**src/rtl/fetch_unit_buffered.sv**
```systemverilog
// fetch_unit_buffered
// Fetch stage: owns the PC, reads a 1-cycle-latency synchronous instruction ROM,
// queues returned words in a small FIFO and hands them to decode over valid/ready.
// Jump/branch redirects squash the in-flight read and flush every queued word.
module fetch_unit_buffered #(
    parameter int unsigned ADDR_W    = 10,
    parameter int unsigned INSTR_W   = 10,
    parameter int unsigned BUF_DEPTH = 2,
    parameter int unsigned RESET_PC  = 0
) (
    input  logic               clk,
    input  logic               reset,
    input  logic               jump,
    input  logic               branch,
    input  logic [ADDR_W-1:0]  jump_target,
    input  logic [ADDR_W-1:0]  branch_addr,
    output logic               imem_en,
    output logic [ADDR_W-1:0]  imem_addr,
    input  logic [INSTR_W-1:0] imem_rdata,
    output logic               instr_valid,
    input  logic               instr_ready,
    output logic [INSTR_W-1:0] instr,
    output logic [ADDR_W-1:0]  instr_pc,
    output logic [ADDR_W-1:0]  pc_out
);

    localparam int unsigned CNT_W = $clog2(BUF_DEPTH + 1);
    localparam int unsigned OCC_W = CNT_W + 1;
    localparam int unsigned PTR_W = (BUF_DEPTH > 1) ? $clog2(BUF_DEPTH) : 1;
    localparam logic [PTR_W-1:0] LAST_PTR = PTR_W'(BUF_DEPTH - 1);

    // PC and in-flight ROM read tracking
    logic [ADDR_W-1:0] pc_q;
    logic              inflight_q;
    logic [ADDR_W-1:0] inflight_pc_q;

    // Instruction FIFO storage and bookkeeping
    logic [INSTR_W-1:0] buf_instr [BUF_DEPTH];
    logic [ADDR_W-1:0]  buf_pc    [BUF_DEPTH];
    logic [PTR_W-1:0]   rd_ptr_q;
    logic [PTR_W-1:0]   wr_ptr_q;
    logic [CNT_W-1:0]   count_q;

    // Per-cycle control decisions
    logic              redirect;
    logic [ADDR_W-1:0] target;
    logic              pop;
    logic              push;
    logic              issue;
    logic [OCC_W-1:0]  occupancy;

    function automatic logic [PTR_W-1:0] next_ptr(input logic [PTR_W-1:0] p);
        return (p == LAST_PTR) ? '0 : p + PTR_W'(1);
    endfunction

    // Redirect select, handshake, and credit-based issue decision
    always_comb begin
        redirect  = jump | branch;
        target    = jump ? jump_target : branch_addr;
        pop       = instr_valid & instr_ready;
        push      = inflight_q & ~redirect;
        // Words already queued plus the one on its way back, minus what decode takes now
        occupancy = OCC_W'(count_q) + OCC_W'(inflight_q) - OCC_W'(pop);
        issue     = ~reset & ~redirect & (occupancy < OCC_W'(BUF_DEPTH));
    end

    // ROM interface and FIFO head presentation
    always_comb begin
        imem_en     = issue;
        imem_addr   = pc_q;
        pc_out      = pc_q;
        instr_valid = (count_q != '0);
        instr       = buf_instr[rd_ptr_q];
        instr_pc    = buf_pc[rd_ptr_q];
    end

    // PC advance / redirect and in-flight read tag
    always_ff @(posedge clk) begin
        if (reset) begin
            pc_q          <= ADDR_W'(RESET_PC);
            inflight_q    <= 1'b0;
            inflight_pc_q <= '0;
        end else begin
            if (redirect) begin
                pc_q <= target;
            end else if (issue) begin
                pc_q <= pc_q + ADDR_W'(1);
            end
            inflight_q <= issue;
            if (issue) begin
                inflight_pc_q <= pc_q;
            end
        end
    end

    // FIFO: push returning ROM word, pop on handshake, flush on redirect
    always_ff @(posedge clk) begin
        if (reset) begin
            rd_ptr_q <= '0;
            wr_ptr_q <= '0;
            count_q  <= '0;
            for (int unsigned i = 0; i < BUF_DEPTH; i++) begin
                buf_instr[i] <= '0;
                buf_pc[i]    <= '0;
            end
        end else if (redirect) begin
            rd_ptr_q <= '0;
            wr_ptr_q <= '0;
            count_q  <= '0;
        end else begin
            if (push) begin
                buf_instr[wr_ptr_q] <= imem_rdata;
                buf_pc[wr_ptr_q]    <= inflight_pc_q;
                wr_ptr_q            <= next_ptr(wr_ptr_q);
            end
            if (pop) begin
                rd_ptr_q <= next_ptr(rd_ptr_q);
            end
            case ({push, pop})
                2'b10:   count_q <= count_q + CNT_W'(1);
                2'b01:   count_q <= count_q - CNT_W'(1);
                default: count_q <= count_q;
            endcase
        end
    end

    // A returning word must always find room; the credit check makes this impossible otherwise
    always_ff @(posedge clk) begin
        if (!reset && push && !pop) begin
            assert (count_q < CNT_W'(BUF_DEPTH));
        end
    end

endmodule

```
**config.mk**
```make
export PLATFORM = sky130hd
export DESIGN_NAME = fetch_unit_buffered
export DESIGN_NICKNAME = d
export VERILOG_FILES = /design/src/rtl/fetch_unit_buffered.sv
export SDC_FILE = /design/constraint.sdc
export NUM_CORES = 1
export LEC_CHECK = 0
export ABC_AREA = 0
export CORE_AREA = 4 4 80 89
export DETAILED_ROUTE_END_ITERATION = 10
export DIE_AREA = 0 0 84 93
export GPL_TIMING_DRIVEN = 0
export PLACE_DENSITY = 0.92
export SLEW_MARGIN = 20
export SYNTH_ARGS = -nofsm -noshare
export SYNTH_HDL_FRONTEND = slang
export SYNTH_SLANG_ARGS = --single-unit
```
**constraint.sdc**
```tcl
create_clock -name clk -period 5.9 [get_ports clk]
set_clock_uncertainty 0.2 [all_clocks]
set_input_delay 1.18 -clock clk [delete_from_list [all_inputs] [get_ports clk]]
set_output_delay 1.18 -clock clk [all_outputs]
set_load 0.005 [all_outputs]
```
; Word level (Yosys, flattened, before mapping)
; Memory sizes are Yosys's and may differ from the RTL's. A register that Yosys moved wholly into a read port is not among the register bits.
; Cells that the tools add are included.
[op_classes]
order_cmp = 1
n_addsub = 7
reduce_logical = 6
n_mux = 22
n_eq_ne = 2
bitwise_logic = 7
[op_table]
columns = op, count
row1 = 10-bit two-way mux, 5
row2 = 10-bit OR reduction, 2
row3 = 1-bit two-way mux, 16
row4 = 10-bit by 1-bit adder with 10-bit output (second input constant), 1
row5 = 2-bit nonzero test, 3
row6 = 1-bit AND, 4
row7 = 2-bit one-hot mux with 2 select lines, 1
row8 = 2-bit by 1-bit adder with 3-bit output, 1
row9 = 3-bit by 2-bit < comparator with 1-bit output (second input constant), 1
row10 = 3-bit by 1-bit subtractor with 3-bit output, 1
row11 = 1-bit adder (second input constant), 2
row12 = 2-bit by 1-bit adder with 2-bit output (second input constant), 1
row13 = 2-bit by 1-bit equality test with 1-bit output (second input constant), 1
row14 = 2-bit equality test (second input constant), 1
row15 = 1-bit inverter, 2
row16 = 2-bit OR reduction, 1
row17 = 2-bit by 1-bit subtractor with 2-bit output (second input constant), 1
row18 = 1-bit bitwise OR, 1
[word_totals]
mem_count = 2
mem_bits_rw = 40
word_cells = 53
register_bits = 25
input_bits = 35
out_inout_bits = 42
[mem_list]
columns = memory, words, width, read_ports, rd_ports_with_merged_regs, wr, line_no
row1 = buf_instr, 2, 10, 1, 1, 2, 38  ; logic [INSTR_W-1:0] buf_instr [BUF_DEPTH];
row2 = buf_pc, 2, 10, 1, 1, 2, 39  ; logic [ADDR_W-1:0] buf_pc [BUF_DEPTH];

; Longest topological paths before layout
[depth]
ltp_word = 9
depth_mapped = 10
ltp_nobuf = 9

; Least setup slack after synthesis
; No wires, ideal clock.
[synth_path]
kind = input to output
startpoint = in instr_ready
endpoint = out imem_en
path_buffers = 1
arrival_ns = 2.958
path_slack_ns = 1.562
path_stages = 8
cell_sequence = and2_1 > ha_1 > nand2b_1 > fa_1 > nor2b_1 > nand3_1 > buf_4 > inv_1
[synth_between]
elab_chain_len = 4
[synth_rtl]
columns = item, line_no
row1 = from (decl), 21  ; input logic instr_ready,
row2 = 1-bit AND, 60  ; pop = instr_valid & instr_ready;
row3 = 3-bit by 1-bit subtractor with 3-bit output, 63  ; occupancy = OCC_W'(count_q) + OCC_W'(inflight_q) - OCC_W'(pop);
row4 = 3-bit by 2-bit < comparator with 1-bit output, 64  ; issue = ~reset & ~redirect & (occupancy < OCC_W'(BUF_DEPTH));
row5 = 1-bit AND, 64
row6 = to (decl), 17  ; output logic imem_en,
; No other way between the ends.

; Final worst setup path
[layout_path]
startpoint = in instr_ready
endpoint = out imem_en
[layout_between]
elab_chain_len = 4
[layout_rtl]
columns = item, line_no
row1 = 1-bit AND, 60
row2 = net pop, 47  ; logic pop;
row3 = 3-bit by 1-bit subtractor with 3-bit output, 63
row4 = 3-bit by 2-bit < comparator with 1-bit output, 64
row5 = 1-bit AND, 64
; The timed path passes the listed nets, and every way through them passes these cells.

==> summary.txt <==
Cell mode on critical path = clkdlybuf4s50_1
HPWL Detailed = 5000 um
Layout Area Growth over Synthesis = 32.9%
Root Driver = clkbuf_8
Unique masters post-synth = 44
Site row count = 30
Worst-Skew Late Latency = 340 ps
Reg2Reg Setup Slack = 2520 ps
Main combinational cell family by area after synthesis = simple AND/OR/NAND/NOR gates
#FFs+latches synth = 66
Critical path, cell by cell = clkdlybuf4s50_1, and2_1, ha_1, nand2b_1, fa_1, nor2b_1, nand3_1, buf_4, inv_1, clkdlybuf4s50_1
Fin nets = 399
Worst VDD drop = 0.172 mV
Flop pwr share = 50.7%
Status = complete, no violations
Commonest cells after routing, fill and taps aside = clkdlybuf4s50_1, and2_1, edfxtp_1
Post_cts resized = 0
Grt total ovfl = 0
Vias = 2364
Adder-cell share of the synthesized area = 1.80%
Clk sinks = 66
Mux contribution to synthesized area = 10.8%
FF-to-FF Start = count_q[1]$_SDFFE_PN0P_
Vias per Instance = 5.31
CTS Buf Count = 9
Max Transition Viols Final = 0
RSZ-0062 raised after global routing = no
Post-synth net total = 314
Drt total wl = 6740 um
Inst Count DP = 429
Hold Crit Depth = 2
Avg WL per Cell = 15.1 um
Commonest non-fill, non-tap cell in the layout = clkdlybuf4s50_1
Relative slew slack = 60.3%
Syn Inst Count = 275
Startpoint Class = primary input
WP data arrival = 4140 ps
I/O pin cnt = 77
HP Start = inflight_pc_q[1]$_SDFFE_PP0P_
Hold endpoint = inflight_pc_q[1]$_SDFFE_PP0P_
Seq/Total Area, Yosys = 53.8%
Post-synth EDFFs = 40
Largest net degree at the start of global routing = 21
Total power draw = 1.02 mW
DRT iter0 DRCs = 84
CTS tree = built
Hold-fix buffers at CTS = 0
Comb pwr share = 10.9%
Final hold vios = 0
Post-CTS Setup Inserts = 0
Final Setup Violations = 0
Starting Density = 52.0%
Setup TNS = 0 ps
Simple-gate portion of the synthesized area = 17.8%
Slew @ Worst Pin = 594 ps
Part of the cycle the worst path needs = 93.6%
Die W = 84 um
CP endpoint kind = primary output
Clock power share = 38.4%
Internal Power = 0.805 mW
H-tree depth = 3
Worst-path clk slew = 70 ps
Antenna cells = 0
Synth Warn # = 0
Cell Count, Final, Fillers Out = 445
RD Place Congestion = 0.874
Async SR Flop Fraction = 0%
Gr usage total = 18.0%
Die ar. = 7810 um^2
Synth Area in Compound Gates = 7.79%
Hold WC Path Type = register to register
Antenna violation net count after detailed routing = 0
Vias in the first global route = 2463
Synthesized cell area = 3200 um^2
Max FO, Critical Path = 10
R2R cell count = 9
Final Critical Period = 5520 ps
Initial antenna violation count = 0
Global-route wire length before repair = 11200 um
WP data required = 4520 ps
Pre-antenna DRT Iters = 4
Post-synth top flop = edfxtp_1
Share of layout cells above drive strength 1 = 15.6%
Core area = 6160 um^2
Leakage = 1.65 nW
Power per cell area = 240 nW/um^2
RR Endpoint = imem_addr[9]$_SDFFE_PP0P_
CP max stage delay = 500 ps
Slowest-stage cell, CP = fa_1
Buffers on Ports = 73
Clock buffer depth = 2
DRC viols = 0
Fmax = 0.181 GHz
Net Sw Frac = 21.1%
XOR/XNOR share of the synthesized area = 2.19%
Layout fillers = 457
Setup CP Type = primary input to primary output
Psw = 0.216 mW
Avg Cell Area, Syn = 11.6 um^2
Hold Slack = 313 ps
Max Cap Violations = 0
Die height = 93 um
==> cells by family after synthesis <==
family	Yosys count
xor gates and xnor gates	8
muxes	32
DFF	66
and+or+nand+nor	99
buffers and inverters	30
adders and majority gates	4
AOI/OAI and AO/OA	36
==> synthesized netlist by cell type, drive strengths merged, types with 3 or more instances <==
library cell	count	share of area, %
and2	41	8.0
edfxtp	40	38
dfxtp	26	16
mux2	20	7.0
nor2	18	2.2
buf	17	4.3
mux2i	12	3.8
clkbuf	8	0.94
nand2	8	0.94
o21ai	7	1.1
nor3	6	0.94
a22oi	5	1.2
inv	5	0.59
a21oi	4	0.63
nand3	4	0.63
o22ai	4	0.78
xnor2	4	1.1
xor2	4	1.1
a211oi	3	0.70
and4	3	0.82
ha	3	1.2
nand4	3	0.59
nor2b	3	0.59
nor4	3	0.59
or2	3	0.59
==> routing by layer <==
metal,part of all wire [%],GRT usage [%],vias up
met1,39,19.5,1090
li1,-,-,1157
met2,51,32.1,106
met3,8.4,6.61,11
met5,0,0,-
met4,1.5,6.97,0
==> flip-flops by register name, summed over array words and instances, names as in the netlist, named ones only <==
name / flops
buf_instr: 20
buf_pc: 20
imem_addr: 10
inflight_pc_q: 10
count_q: 2
inflight_q: 1
rd_ptr_q: 1
wr_ptr_q: 1
==> critical path, delay by kind of cell <==
family	cells	cell delay [ps]
AND/OR/NAND/NOR	4	970
buffers and inverters	4	1250
adder cells (fa/ha/maj)	2	740
==> power groups by stage <==
stage	sequential [mW]	combinational, mW	clock, mW
2_1_floorplan	0.523	0.0491	0
3_3_place_gp	0.526	0.107	0
3_5_place_dp	0.527	0.111	0
4_1_cts	0.518	0.112	0.401
5_1_grt	0.519	0.120	0.422
6_report	0.518	0.111	0.392
==> area by class of cell <==
type | count | area (um^2) | area share (%)
Sequential cell | 66 | 1720 | 40.5
Tap cell | 80 | 100 | 2.35
Multi-Input combinational cell | 179 | 1290 | 30.4
Clock inverter | 7 | 83.8 | 1.97
Inverter | 5 | 18.8 | 0.441
Timing Repair Buffer | 74 | 742 | 17.5
Buffer | 25 | 168 | 3.94
Clock buffer | 9 | 124 | 2.91
==> metrics by stage <==
| step | setup WS, ps | area [um^2] | utilization (%) |
|---|---|---|---|
| 4_1_cts | 358 | 4250 | 69.1 |
| 3_5_place_dp | 361 | 4040 | 65.7 |
| 5_1_grt | 218 | 4250 | 69.1 |
| 3_3_place_gp | 410 | 4030 | 65.4 |
| 6_report | 379 | 4250 | 69.1 |
| 2_1_floorplan | 1560 | 3200 | - |
==> worst max path at each step <==
stage	from	cells past startpoint	end
3_3_place_gp	instr_ready	10	imem_en
2_1_floorplan	instr_ready	8	imem_en
5_1_grt	instr_ready	10	imem_en
6_report	instr_ready	10	imem_en
4_1_cts	instr_ready	10	imem_en
3_5_place_dp	instr_ready	10	imem_en
Power figures use the tool's default switching activity.
